`config.mk`:
```
export PLATFORM = sky130hd
export DESIGN_NAME = song_sequencer
export DESIGN_NICKNAME = d
export VERILOG_FILES = /design/src/rtl/song_sequencer.sv
export SDC_FILE = /design/constraint.sdc
export NUM_CORES = 1
export LEC_CHECK = 0
export ABC_AREA = 1
export ABC_CLOCK_PERIOD_IN_PS = 1920
export CAP_MARGIN = 20
export CORE_MARGIN = 3
export CORE_UTILIZATION = 45
export DETAILED_ROUTE_END_ITERATION = 16
export HOLD_SLACK_MARGIN = 0.08
export PLACE_DENSITY = 0.68
export SLEW_MARGIN = 20
export SYNTH_ARGS = -nofsm -noshare
export SYNTH_HDL_FRONTEND = slang
export SYNTH_SLANG_ARGS = --single-unit
```
`constraint.sdc`:
```
create_clock -name clk -period 1.92 [get_ports clk]
set_input_delay 0.384 -clock clk [delete_from_list [all_inputs] [get_ports clk]]
set_output_delay 0.384 -clock clk [all_outputs]
set_load 0.01 [all_outputs]
```
`src/rtl/song_sequencer.sv`:
```
// song_sequencer: fetches note words from an external song ROM and plays each for its
// encoded duration, with pause, stop, loop and an end-of-song pulse.
module song_sequencer #(
    parameter int NUM_SONGS = 8,
    parameter int MAX_NOTES = 64,
    parameter int IDX_W     = 6,
    parameter int TICK_DIV  = 12_500_000,
    parameter int DUR_W     = 4
) (
    input  logic             clk,
    input  logic             rst,
    input  logic [3:0]       song_sel,
    input  logic             start,
    input  logic             pause,
    input  logic             stop,
    input  logic             loop_en,
    output logic [3:0]       rom_song,
    output logic [IDX_W-1:0] rom_idx,
    output logic             rom_rd,
    input  logic [DUR_W+5:0] rom_data,
    output logic [3:0]       note,
    output logic [1:0]       octave,
    output logic             note_valid,
    output logic             busy,
    output logic             done,
    output logic [3:0]       cur_song
);
    localparam int PW = TICK_DIV > 1 ? $clog2(TICK_DIV) : 1;
    localparam logic [PW-1:0] PMAX = PW'(TICK_DIV - 1);
    localparam logic [IDX_W-1:0] LAST = IDX_W'(MAX_NOTES - 1);
    typedef enum logic [2:0] {IDLE, FETCH, WAIT, PLAY, PAUSED} state_t;
    state_t           state;
    logic [IDX_W-1:0] idx;
    logic [PW-1:0]    pre;
    logic [DUR_W-1:0] dcnt;
    logic [3:0]       w_note;
    logic [1:0]       w_oct;
    logic [DUR_W-1:0] w_dur;
    logic             tick, step, eos, sel_ok;
    assign {w_note, w_oct, w_dur} = rom_data;
    assign rom_song = cur_song;
    assign rom_idx  = idx;
    assign busy     = state != IDLE;
    // step: move past the current word (filler seen, or note fully played)
    always_comb begin
        tick   = state == PLAY && pre == PMAX;
        step   = (state == WAIT && w_dur != '0 && w_note == 4'hF) || (tick && dcnt == DUR_W'(1));
        eos    = (state == WAIT && w_dur == '0) || (step && idx == LAST);
        sel_ok = song_sel != 4'd0 && 32'(song_sel) < NUM_SONGS;
    end
    always_ff @(posedge clk) begin
        if (rst || (stop && state != IDLE)) begin
            state      <= IDLE;
            idx        <= '0;
            pre        <= '0;
            dcnt       <= '0;
            cur_song   <= '0;
            note       <= '0;
            octave     <= '0;
            note_valid <= 1'b0;
            rom_rd     <= 1'b0;
            done       <= 1'b0;
        end else begin
            rom_rd <= 1'b0;
            done   <= 1'b0;
            if (eos) begin
                idx        <= '0;
                note_valid <= 1'b0;
                if (loop_en) begin
                    state  <= FETCH;
                    rom_rd <= 1'b1;
                end else begin
                    state    <= IDLE;
                    done     <= 1'b1;
                    cur_song <= '0;
                    note     <= '0;
                    octave   <= '0;
                end
            end else if (step) begin
                idx        <= idx + 1'b1;
                state      <= FETCH;
                rom_rd     <= 1'b1;
                note_valid <= 1'b0;
            end else begin
                case (state)
                    IDLE: if (start && !stop && sel_ok) begin
                        state    <= FETCH;
                        cur_song <= song_sel;
                        idx      <= '0;
                        rom_rd   <= 1'b1;
                    end
                    FETCH: state <= WAIT;
                    WAIT: begin
                        note       <= w_note;
                        octave     <= w_oct;
                        dcnt       <= w_dur;
                        pre        <= '0;
                        note_valid <= 1'b1;
                        state      <= PLAY;
                    end
                    // the cycle in which pause is first seen still counts toward the note
                    PLAY: begin
                        pre <= tick ? '0 : pre + 1'b1;
                        if (tick) dcnt <= dcnt - 1'b1;
                        if (pause) begin
                            state      <= PAUSED;
                            note_valid <= 1'b0;
                        end
                    end
                    PAUSED: if (!pause) begin
                        state      <= PLAY;
                        note_valid <= 1'b1;
                    end
                    default: state <= IDLE;
                endcase
            end
        end
    end
endmodule

```
==> reports/results.tsv, run 1 <==
stage	metric	value	unit
run_status	status	finished clean	
sta	worst-margin pin slew	0.4050	ns
worst_setup_path	Worst setup EP type	flip-flop	
power	Leak	1.626	nW
final_layout	Storage cell area	0.001005	mm2
logic_synthesis	leading area contributor after synthesis	dfxtp_1	
drt	vias per cell	5.030	
logic_synthesis	sequential element share of the synthesized area	31.42	%
drt	antenna-violating nets left	0	
power	Total Power	2.574	mW
final_layout	Post-Layout Cell Count	643	
clocking	Clock Latency Late Sink	0.30	ns
sta	Fmax	561.1	MHz
logic_synthesis	Post-synth EDFFs	0	
grt	first-pass GRT wire length	13130	um
logic_synthesis	area share of the largest cell type after synthesis	31.42	%
logic_synthesis	synth unique cells	42	
logic_synthesis	warning count from the yosys run	0	
worst_setup_path	reg2reg end	cur_song[1]	
clocking	CTS sink cnt	50	
final_layout	layout cells sized above 1	16.82	%
clocking	CTS Buf Count	5	
clocking	CTS root buf	clkbuf_8	
floorplanning	Chip Width	90.14	um
logic_synthesis	synth top area cells	dfxtp_1, nand2_1, nand3_1	
clocking	CTS tree	yes	
logic_synthesis	Top FF cell, synth	dfxtp_1	
grt	vias in the first global route	2860	
drt	Iter 0 DRT Violations	203	
logic_synthesis	Mapped Area	0.003186	mm2
logic_synthesis	Syn Nets	506	
drt	drt pass-1 iters	5	
grt	All-Layer GR Usage	18.94	%
floorplanning	initial core utilization	46.63	%
sta	Tcrit/Tclk final	92.83	%
worst_setup_path	Worst Setup EP	cur_song[1]	
sta	Slew headroom	72.71	%
drt	final wirelength	7913	um
min_path	Hold Path Class	flip-flop to flip-flop	
clocking	Clock Tree Buf Depth	2	
place	Inst Count DP	633	
clocking	cts-stage hold buffer count	0	
final_layout	# diodes	0	
worst_setup_path	Crit Path Max Fanout	11	
grt	pin count of the biggest net entering global routing	25	
place	GPL Wtd Cong	0.9374	
floorplanning	standard-cell row count	30	
worst_setup_path	Setup CP Type	flip-flop to flip-flop	
worst_setup_path	startpoint types	flip-flop	
floorplanning	num ports	44	
worst_setup_path	Worst Path Required	2.12	ns
final_layout	Finished Core Util	58.88	%
final_layout	layout filler cell count	674	
floorplanning	core area	0.006832	mm2
sta	Final Max Tran Viols	0	
power	VDD IR max	0.4334	mV
place	Port Buffers	43	
final_layout	multi-input logic area	0.001901	mm2
sta	Final Critical Period	1.782	ns
clocking	H-tree levels	2	
logic_synthesis	cell count after synthesis	482	
drt	DR WL/cell	12.31	um
floorplanning	die area	0.008124	mm2
worst_setup_path	Setup crit start	pre[12]	
drt	Post-route DRC	0	
sta	number of setup violations in the final report	0	
drt	via count	3234	
worst_setup_path	reg2reg setup slack	0.14	ns
final_layout	Layout Nets	570	
sta	Hold Violations, Final	0	
power	Power Dens Cells	639.8	mW/mm2
floorplanning	Die Height	90.14	um
sta	worst clock skew	0.01295	ns
worst_setup_path	R2R cell count	12	
clocking	CTS clk-pin slew, worst paths	0.09	ns
final_layout	Area growth, synth to finish	26.28	%
logic_synthesis	Seq cells post-synth	50	
worst_setup_path	RR Startpoint	pre[12]	
grt	initial antenna violation count	0	
logic_synthesis	Avg Cell Area, Syn	6.609	um2
logic_synthesis	Async SR Flop Fraction	0	%
worst_setup_path	critical path arrival	1.98	ns
flow_run	max cap viols	0	
grt	grt ovf	0	
place	DP HPWL	6064	um
[critical path, cell delays in order (launching register included)]
cell	delay [ns]
dfxtp_1	0.41
nand2_1	0.13
nor2_2	0.14
nand2_1	0.12
nor2_4	0.15
nand3_4	0.10
nand3_4	0.17
o21ai_4	0.09
buf_12	0.14
nand2_2	0.09
nand2_1	0.05
nand2_1	0.05
nor2_1	0.04
[where the power goes]
part           switching, mW  internal, mW
combinational          0.446         0.323
sequential            0.0498          1.11
clock                  0.357         0.291
[final cells by class]
class / instances / share of cell area, %
clock buffer: 6 / 2.053
timing repair buffer: 74 / 17.08
tap: 96 / 2.986
inverter: 56 / 5.350
clock inverter: 2 / 0.3110
sequential: 50 / 24.98
multi-input combinational: 359 / 47.25
[logic make-up after synthesis]
| logic type | synth area share [%] |
|---|---|
| AOI/OAI and AO/OA | 10.76 |
| DFF | 31.42 |
| xor gates and xnor gates | 1.375 |
| buffers and inverters | 10.49 |
| and+or+nand+nor | 44.38 |
| adders and majority gates | 1.571 |
[flip-flops by register name, indices dropped and copies added (netlist names)]
name        count
done            1
state           3
note_valid      1
dcnt            4
cur_song        4
note            4
rom_rd          1
octave          2
rom_idx         6
pre            24
[cells in the final DEF (no fill, tap or decap), types with 2 or more instances in the layout]
cell               n
a21o_1             2
a21oi_1           23
a21oi_2            8
a21oi_4            2
buf_12             2
buf_4             29
clkbuf_8           6
clkdlybuf4s50_1   42
dfxtp_1           47
dfxtp_2            3
ha_1               4
inv_1             50
inv_2              4
inv_4              2
nand2_1          135
nand2_2            5
nand2_4            4
nand2_8            3
nand3_1           43
nand3_4            2
nand3b_1           5
nand4_1           17
nor2_1            52
nor2_2             6
nor2_4             2
nor3_1             7
nor3_2             2
nor3b_1            4
nor4_1             2
o21ai_0            9
o22ai_1            2
or2_2              6
xor2_1             4
[worst min path at each step]
stage,from,endpoint,cells after the start
after global routing,cur_song[3],cur_song[3],2
after CTS,cur_song[3],cur_song[3],2
final,cur_song[3],cur_song[3],2
after floorplan,pre[6],pre[6],2
after global placement,cur_song[3],cur_song[3],2
after detailed placement,cur_song[3],cur_song[3],2
[per-layer routing]
layer | wire [um] | track usage [%] | vias up | share of wire, %
met5 | 0 | 0 | - | 0
met3 | 353 | 2.762 | 6 | 4.5
met1 | 4087 | 28.65 | 1468 | 52
met2 | 3408 | 28.50 | 87 | 43
met4 | 63 | 3.827 | 0 | 0.80
li1 | - | - | 1673 | -
[metrics by stage]
step	TNS [ns]	instance area, um2	setup WS (ns)	hold WS (ns)
2_1_floorplan	0	3186	0.2140	0.4651
3_3_place_gp	-2.921	3860	-0.1494	0.4397
3_5_place_dp	-4.666	3860	-0.2168	0.4548
4_1_cts	0	3955	0.07193	0.4705
5_1_grt	-0.003448	4023	-0.003448	0.4927
6_report	0	4023	0.1377	0.4639
[Yosys cell counts, types with 5 or more instances]
cell type and n:
a21oi_1 23, a21oi_2 8, buf_2 5, buf_4 5
dfxtp_1 50, inv_1 50, nand2_1 136, nand2_2 5
nand2_4 5, nand3_1 44, nand3b_1 5, nand4_1 17
nor2_1 53, nor2_2 6, nor3_1 8, o21ai_0 10
or2_2 6
[repair_timing]
action / in CTS / in global routing
gates resized for setup: 2 / 12
endpoints found under the setup margin: 1 / 24
gates cloned: 0 / 0
pin swaps: 0 / 3
setup buffers: 0 / 2
(Power assumes the default switching activity.)
==> run 2, diff against run 1 <==
CELL_PAD_IN_SITES_DETAIL_PLACEMENT = 0   (was default)
CELL_PAD_IN_SITES_GLOBAL_PLACEMENT = 1   (was default)
CORE_UTILIZATION = 39   (was 45)
PLACE_DENSITY = default   (was 0.68)
PLACE_DENSITY_LB_ADDON = 0.1   (was default)
==> run 2 against run 1 <==
  * Sequential share of layout area down 0.17 points
  * Routed wire length up 5.5%
  * Highest routed layer unchanged
  * Clock power down 6.3%
  * Combinational power up 0.8%
  * Fmax down 0.73%
  * Sequential power about the same
  * Cell count up 1.4%
  * First-iteration DRC count up 8.9%
  * Clock-buffer cell count down 1
  * Core utilization down 6.9 points
  * Register-to-register slack about the same
  * Sequential cell count unchanged
==> reports/results.tsv, run 2 (same netlist as run 1, synthesis figures left out) <==
stage	metric	value	unit	change
run_status	status	finished clean		unchanged
sta	Final Critical Period	1.795	ns	was 1.782 ns
floorplanning	core area	0.007807	mm2	was 0.006832 mm2
sta	number of setup violations in the final report	0		unchanged
sta	Final Max Tran Viols	0		unchanged
drt	Post-route DRC	0		unchanged
min_path	Hold Path Class	flip-flop to flip-flop		unchanged
final_layout	Storage cell area	0.001007	mm2	was 0.001005 mm2
place	Post-Place Worst Slack	-0.2149	ns	was -0.2168 ns
clocking	CTS sink cnt	50		unchanged
drt	drt pass-1 iters	5		unchanged
clocking	CTS root buf	clkbuf_8		unchanged
worst_setup_path	Worst setup EP type	flip-flop		unchanged
drt	vias per cell	4.933		was 5.030
worst_setup_path	Crit Path Max Fanout	11		unchanged
final_layout	Top reg by flops	pre		unchanged
sta	worst-margin pin slew	0.4389	ns	was 0.4050 ns
grt	met2 Usage GRT	25.70	%	was 28.50%
clocking	CTS clk-pin slew, worst paths	0.10	ns	was 0.09 ns
power	Power Dens Cells	627.8	mW/mm2	was 639.8 mW/mm2
power	VDD IR max	0.2774	mV	was 0.4334 mV
worst_setup_path	startpoint types	flip-flop		unchanged
sta	Setup Total Neg Slack	0	ns	unchanged
grt	met1 Usage GRT	29.47	%	was 28.65%
grt	GRT met3 Usage	3.098	%	was 2.762%
clocking	CTS Buf Count	5		unchanged
drt	final wirelength	8352	um	was 7913 um
worst_setup_path	critical path arrival	2.00	ns	was 1.98 ns
clocking	Clock Tree Buf Depth	2		unchanged
place	GPL Wtd Cong	0.8792		was 0.9374
worst_setup_path	Setup CP Type	flip-flop to flip-flop		unchanged
place	DP HPWL	6337	um	was 6064 um
clocking	Clock Latency Late Sink	0.31	ns	was 0.30 ns
final_layout	Layout Nets	574		was 570
grt	first-pass GRT wire length	13590	um	was 13130 um
place	Port Buffers	43		unchanged
drt	via count	3216		was 3234
sta	Tcrit/Tclk final	93.51	%	was 92.83%
worst_setup_path	CP max stage delay	0.35	ns	was 0.41 ns
place	placed cell area	0.003925	mm2	was 0.003860 mm2
final_layout	# diodes	0		unchanged
flow_run	max cap viols	0		unchanged
floorplanning	die area	0.009288	mm2	was 0.008124 mm2
worst_setup_path	Slowest-stage cell, CP	dfxtp_2		was dfxtp_1
drt	DR WL/cell	12.81	um	was 12.31 um
worst_setup_path	Worst Path Required	2.12	ns	about the same
final_layout	Area growth, synth to finish	27.45	%	was 26.28%
floorplanning	Die Height	96.38	um	was 90.14 um
drt	antenna-violating nets left	0		unchanged
sta	Hold Violations, Final	0		unchanged
worst_setup_path	CP bufs+invs	1		unchanged
worst_setup_path	crit path cell chain	ha_2 > nand2_2 > nor2_8 > nand2_2 > nor2_4 > nand3_4 > nand3_4 > o21ai_4 > buf_12 > nand2_4 > nand2_1 > nand2_1 > nor2_1		was nand2_1 > nor2_2 > nand2_1 > nor2_4 > nand3_4 > nand3_4 > o21ai_4 > buf_12 > nand2_2 > nand2_1 > nand2_1 > nor2_1
floorplanning	standard-cell row count	32		was 30
drt	Iter 0 DRT Violations	221		was 203
sta	Slew headroom	70.51	%	was 72.71%
floorplanning	Chip Width	96.38	um	was 90.14 um
final_layout	layout filler cell count	809		was 674
worst_setup_path	delay-heaviest family, CP	simple AND/OR/NAND/NOR gates		unchanged
final_layout	most frequent cells in the layout	nand2_1, nor2_1, inv_1		unchanged
clocking	CTS tree	yes		unchanged
floorplanning	num ports	44		unchanged
grt	pin count of the biggest net entering global routing	35		was 25
floorplanning	initial core utilization	40.80	%	was 46.63%
final_layout	Final Instance Area	0.004060	mm2	was 0.004023 mm2
sta	worst clock skew	0.009592	ns	was 0.01295 ns
grt	initial antenna violation count	0		unchanged
sta	Fmax	557.0	MHz	was 561.1 MHz
clocking	cts-stage hold buffer count	0		unchanged
sta	final worst-path setup slack	0.1247	ns	was 0.1377 ns
final_layout	multi-input logic area	0.001898	mm2	was 0.001901 mm2
grt	GRT busiest layer	met1		unchanged
grt	vias in the first global route	2770		was 2860
grt	All-Layer GR Usage	18.54	%	was 18.94%
final_layout	most common cell after layout, fill and taps aside	nand2_1		unchanged
final_layout	max reg flops	24		unchanged
power	Leak	1.659	nW	was 1.626 nW
clocking	setup bufs post-CTS	0		unchanged
final_layout	layout cells sized above 1	17.82	%	was 16.82%
clocking	H-tree levels	2		unchanged
grt	grt ovf	0		unchanged
-- run 2: cell types whose count changed in the layout (fill, tap and decap cells not counted), sizes merged --
cell and delta:
buf +4, clkinvlp -1, dlygate4sd2 -1, clkinv +1, clkbuf -1, dlymetal6s2s +1
-- run 2: final cells by class --
class | count | share of cell area (%)
clock buffers | 5 | 1.695
repair buffers | 78 | 18.06
well taps | 102 | 3.143
multi-input cells | 359 | 46.75
inverters | 56 | 5.300
flip-flops and latches | 50 | 24.81
clock inverters | 2 | 0.2465
-- run 2: worst min-delay path, cell delays in order (launching register included) --
cell     delay [ns]
dfxtp_1        0.33
nand2_1        0.06
nor2_1         0.03
-- run 2: per-stage QoR --
stage,std cells,util [%],power [mW],hold WS (ns)
2_1_floorplan,482,-,1.681,0.4651
3_3_place_gp,645,50.27,1.955,0.4383
3_5_place_dp,645,50.27,1.956,0.4428
4_1_cts,652,51.31,2.577,0.4590
5_1_grt,652,52.00,2.715,0.4759
6_report,652,52.00,2.549,0.4549
-- run 2: worst paths after layout --
| path | start | to | slack [ns] | depth (start not counted) |
|---|---|---|---|---|
| max | pre[0] | octave[1] | 0.12 | 13 |
| min | cur_song[3] | cur_song[3] | 0.45 | 2 |
| max reg2reg | pre[0] | octave[1] | 0.12 | 13 |
| min reg2reg | cur_song[3] | cur_song[3] | 0.45 | 2 |
-- run 2: timing repair --
| action | 4_1_cts | 5_1_grt |
|---|---|---|
| resized for setup | 2 | 13 |
| endpoints found under the setup margin | 1 | 23 |
| pin swaps | 0 | 2 |
-- run 2: where the power goes --
group / switching (mW) / leakage, nW / internal (mW)
registers: 0.0588 / 0.406 / 1.11
clock network: 0.360 / 0.0438 / 0.246
logic: 0.443 / 1.21 / 0.333
total: 0.861 / 1.66 / 1.69
-- run 2: metal layers --
| metal | routed length (um) | share of wire, % |
|---|---|---|
| met3 | 519 | 6.2 |
| met2 | 3258 | 39 |
| met4 | 69 | 0.83 |
| met1 | 4505 | 54 |
| met5 | 0 | 0 |
==> run 3, diff against run 2 <==
ABC_CLOCK_PERIOD_IN_PS = 1550   (was 1920)
CORE_UTILIZATION = 35   (was 39)
clock period = 1.55 ns   (was 1.92 ns; I/O delays follow)
==> run 3 against run 2 <==
  * The flow now finishes with violations (setup timing)
  * Clock-buffer cell count up 1
  * Sequential share of layout area decreased by 3.9 points
  * Total power up 51%
  * Clock power rose by 93%
  * Non-clock buffer count rose by 58
  * Combinational power rose by 61%
==> reports/results.tsv, run 3 (same netlist as run 1, synthesis figures left out) <==
stage	metric	value	unit	change
sta	hold_ws	0.3960	ns	was 0.4549 ns
worst_setup_path	Worst Path Required	1.77	ns	was 2.12 ns
final_layout	Final Instance Area	0.004837	mm2	was 0.004060 mm2
final_layout	Area growth, synth to finish	51.85	%	was 27.45%
clocking	Clock Tree Buf Depth	2		unchanged
sta	number of setup violations in the final report	47		was 0
clocking	CTS clk-pin slew, worst paths	0.10	ns	about the same
worst_setup_path	critical path arrival	1.96	ns	was 2.00 ns
place	GPL Wtd Cong	0.8562		was 0.8792
clocking	CTS Buf Count	5		unchanged
clocking	CTS root buf	clkbuf_8		unchanged
clocking	CTS tree	yes		unchanged
place	Inst Count DP	704		was 645
drt	Iter 0 DRT Violations	119		was 221
run_status	status	complete, but fails checks		was finished clean
grt	All-Layer GR Usage	18.76	%	was 18.54%
final_layout	Layout Nets	636		was 574
grt	grt ovf	0		unchanged
power	Power Dens Cells	794.7	mW/mm2	was 627.8 mW/mm2
worst_setup_path	startpoint types	primary input		was flip-flop
final_layout	layout filler cell count	869		was 809
drt	Post-route DRC	0		unchanged
sta	Fmax	576.8	MHz	
place	DP HPWL	7007	um	was 6337 um
min_path	worst hold start	rom_data[6]		was cur_song[3]
final_layout	max reg flops	24		unchanged
grt	first-pass GRT wire length	15500	um	was 13590 um
worst_setup_path	Setup crit start	rom_data[9]		was pre[0]
grt	vias in the first global route	3260		was 2770
place	placed cell area	0.004339	mm2	was 0.003925 mm2
drt	final wirelength	9466	um	was 8352 um
floorplanning	num ports	44		unchanged
final_layout	most frequent cells in the layout	nand2_1, buf_4, nor2_1		was nand2_1, nor2_1, inv_1
final_layout	layout cells sized above 1	30.51	%	was 17.82%
clocking	cts-stage hold buffer count	0		unchanged
final_layout	# diodes	0		unchanged
power	VDD IR max	0.5060	mV	was 0.2774 mV
floorplanning	standard-cell row count	34		was 32
grt	initial antenna violation count	0		unchanged
grt	GRT busiest layer	met2		was met1
floorplanning	initial core utilization	36.35	%	was 40.80%
drt	drt pass-1 iters	4		was 5
sta	RSZ-0062 raised after global routing	yes		
sta	Slew headroom	75.24	%	was 70.51%
drt	via count	3481		was 3216
power	Leak	2.273	nW	was 1.659 nW
drt	vias per cell	4.828		was 4.933
final_layout	Top reg by flops	pre		unchanged
worst_setup_path	Worst setup EP type	flip-flop		unchanged
sta	Tcrit/Tclk final	111.9	%	
sta	Final Max Tran Viols	0		unchanged
grt	met2 Usage GRT	29.93	%	was 25.70%
sta	worst clock skew	0.008893	ns	was 0.009592 ns
final_layout	most common cell after layout, fill and taps aside	nand2_1		unchanged
grt	pin count of the biggest net entering global routing	20		was 35
floorplanning	Die Height	101.4	um	was 96.38 um
grt	met1 Usage GRT	27.01	%	was 29.47%
floorplanning	die area	0.01028	mm2	was 0.009288 mm2
floorplanning	core area	0.008763	mm2	was 0.007807 mm2
drt	antenna-violating nets left	0		unchanged
final_layout	Finished Core Util	55.20	%	was 52.00%
floorplanning	Chip Width	101.4	um	was 96.38 um
clocking	Clock Latency Late Sink	0.31	ns	about the same
place	Port Buffers	43		unchanged
grt	GRT met3 Usage	2.479	%	was 3.098%
worst_setup_path	RR Startpoint	pre[0]		unchanged
clocking	H-tree levels	2		unchanged
final_layout	Post-Layout Cell Count	721		was 652
worst_setup_path	Crit Path Max Fanout	7		was 11
min_path	Hold Path Class	primary input to flip-flop		was flip-flop to flip-flop
worst_setup_path	Setup CP Type	primary input to flip-flop		was flip-flop to flip-flop
clocking	CTS sink cnt	50		unchanged
sta	Final Critical Period	1.734	ns	
sta	final worst-path setup slack	-0.1838	ns	was 0.1247 ns
run_status	failing checks	setup timing		
flow_run	max cap viols	0		unchanged
sta	Hold Violations, Final	0		unchanged
drt	DR WL/cell	13.13	um	was 12.81 um
sta	worst-margin pin slew	0.3680	ns	was 0.4389 ns
[run 3: cell types whose count changed in the layout (fill, tap and decap cells not counted), moves of 9 or more]
| cell | before | now |
|---|---|---|
| dlymetal6s2s_1 | 1 | 13 |
| nand2_1 | 135 | 126 |
| clkdlybuf4s50_1 | 42 | 23 |
| buf_4 | 32 | 86 |
[run 3: metrics by stage]
stage	total power [mW]	setup TNS, ns	setup WS (ns)
after detailed placement	2.540	-19.81	-0.5028
final	3.844	-5.109	-0.1838
after global placement	2.537	-18.22	-0.4488
after global routing	4.079	-9.136	-0.2892
after floorplan	2.092	-2.226	-0.1115
after CTS	3.757	-7.443	-0.1956
[run 3: path summary, 6_finish.rpt]
kind	cells past startpoint	end	slack [ns]
worst max register to register	13	state[0]	-0.18
worst min register to register	2	cur_song[3]	0.46
worst min-delay path	5	note[0]	0.40
worst max-delay path	10	state[0]	-0.18
[run 3: area by class of cell]
type	instances	area (um2)	area share, %
sequential	50	1012	20.93
clock inverter	2	60.06	1.242
timing repair buffer	136	1199	24.78
clock buffer	6	82.58	1.707
tap	108	135.1	2.794
multi-input combinational	363	2126	43.95
inverter	56	222.7	4.604
[run 3: layer usage]
layer | up-vias | share of wire (%)
met3 | 9 | 4.4
met4 | 0 | 1.0
met5 | - | 0
met2 | 58 | 45
li1 | 1820 | -
met1 | 1594 | 49
[run 3: worst max-delay path, stage by stage]
cell and delay, ns:
clkdlybuf4s50_1 0.49, nand4_1 0.17, nand3b_1 0.28, nand3_4 0.22
nand2_8 0.11, buf_6 0.13, o21ai_2 0.04, nand3_1 0.09
nand2_1 0.08, inv_1 0.03
[run 3: repair_timing]
item / in CTS / in global routing
setup buffers: 1 / 5
gates cloned: 2 / 2
pin swaps: 1 / 15
setup endpoints to repair: 59 / 61
gates resized for setup: 25 / 59
[run 3: power breakdown]
part | leakage, nW | switching [mW] | internal (mW)
combinational | 1.79 | 0.686 | 0.561
clock | 0.0714 | 0.476 | 0.689
sequential | 0.408 | 0.0569 | 1.37
total | 2.27 | 1.22 | 2.62
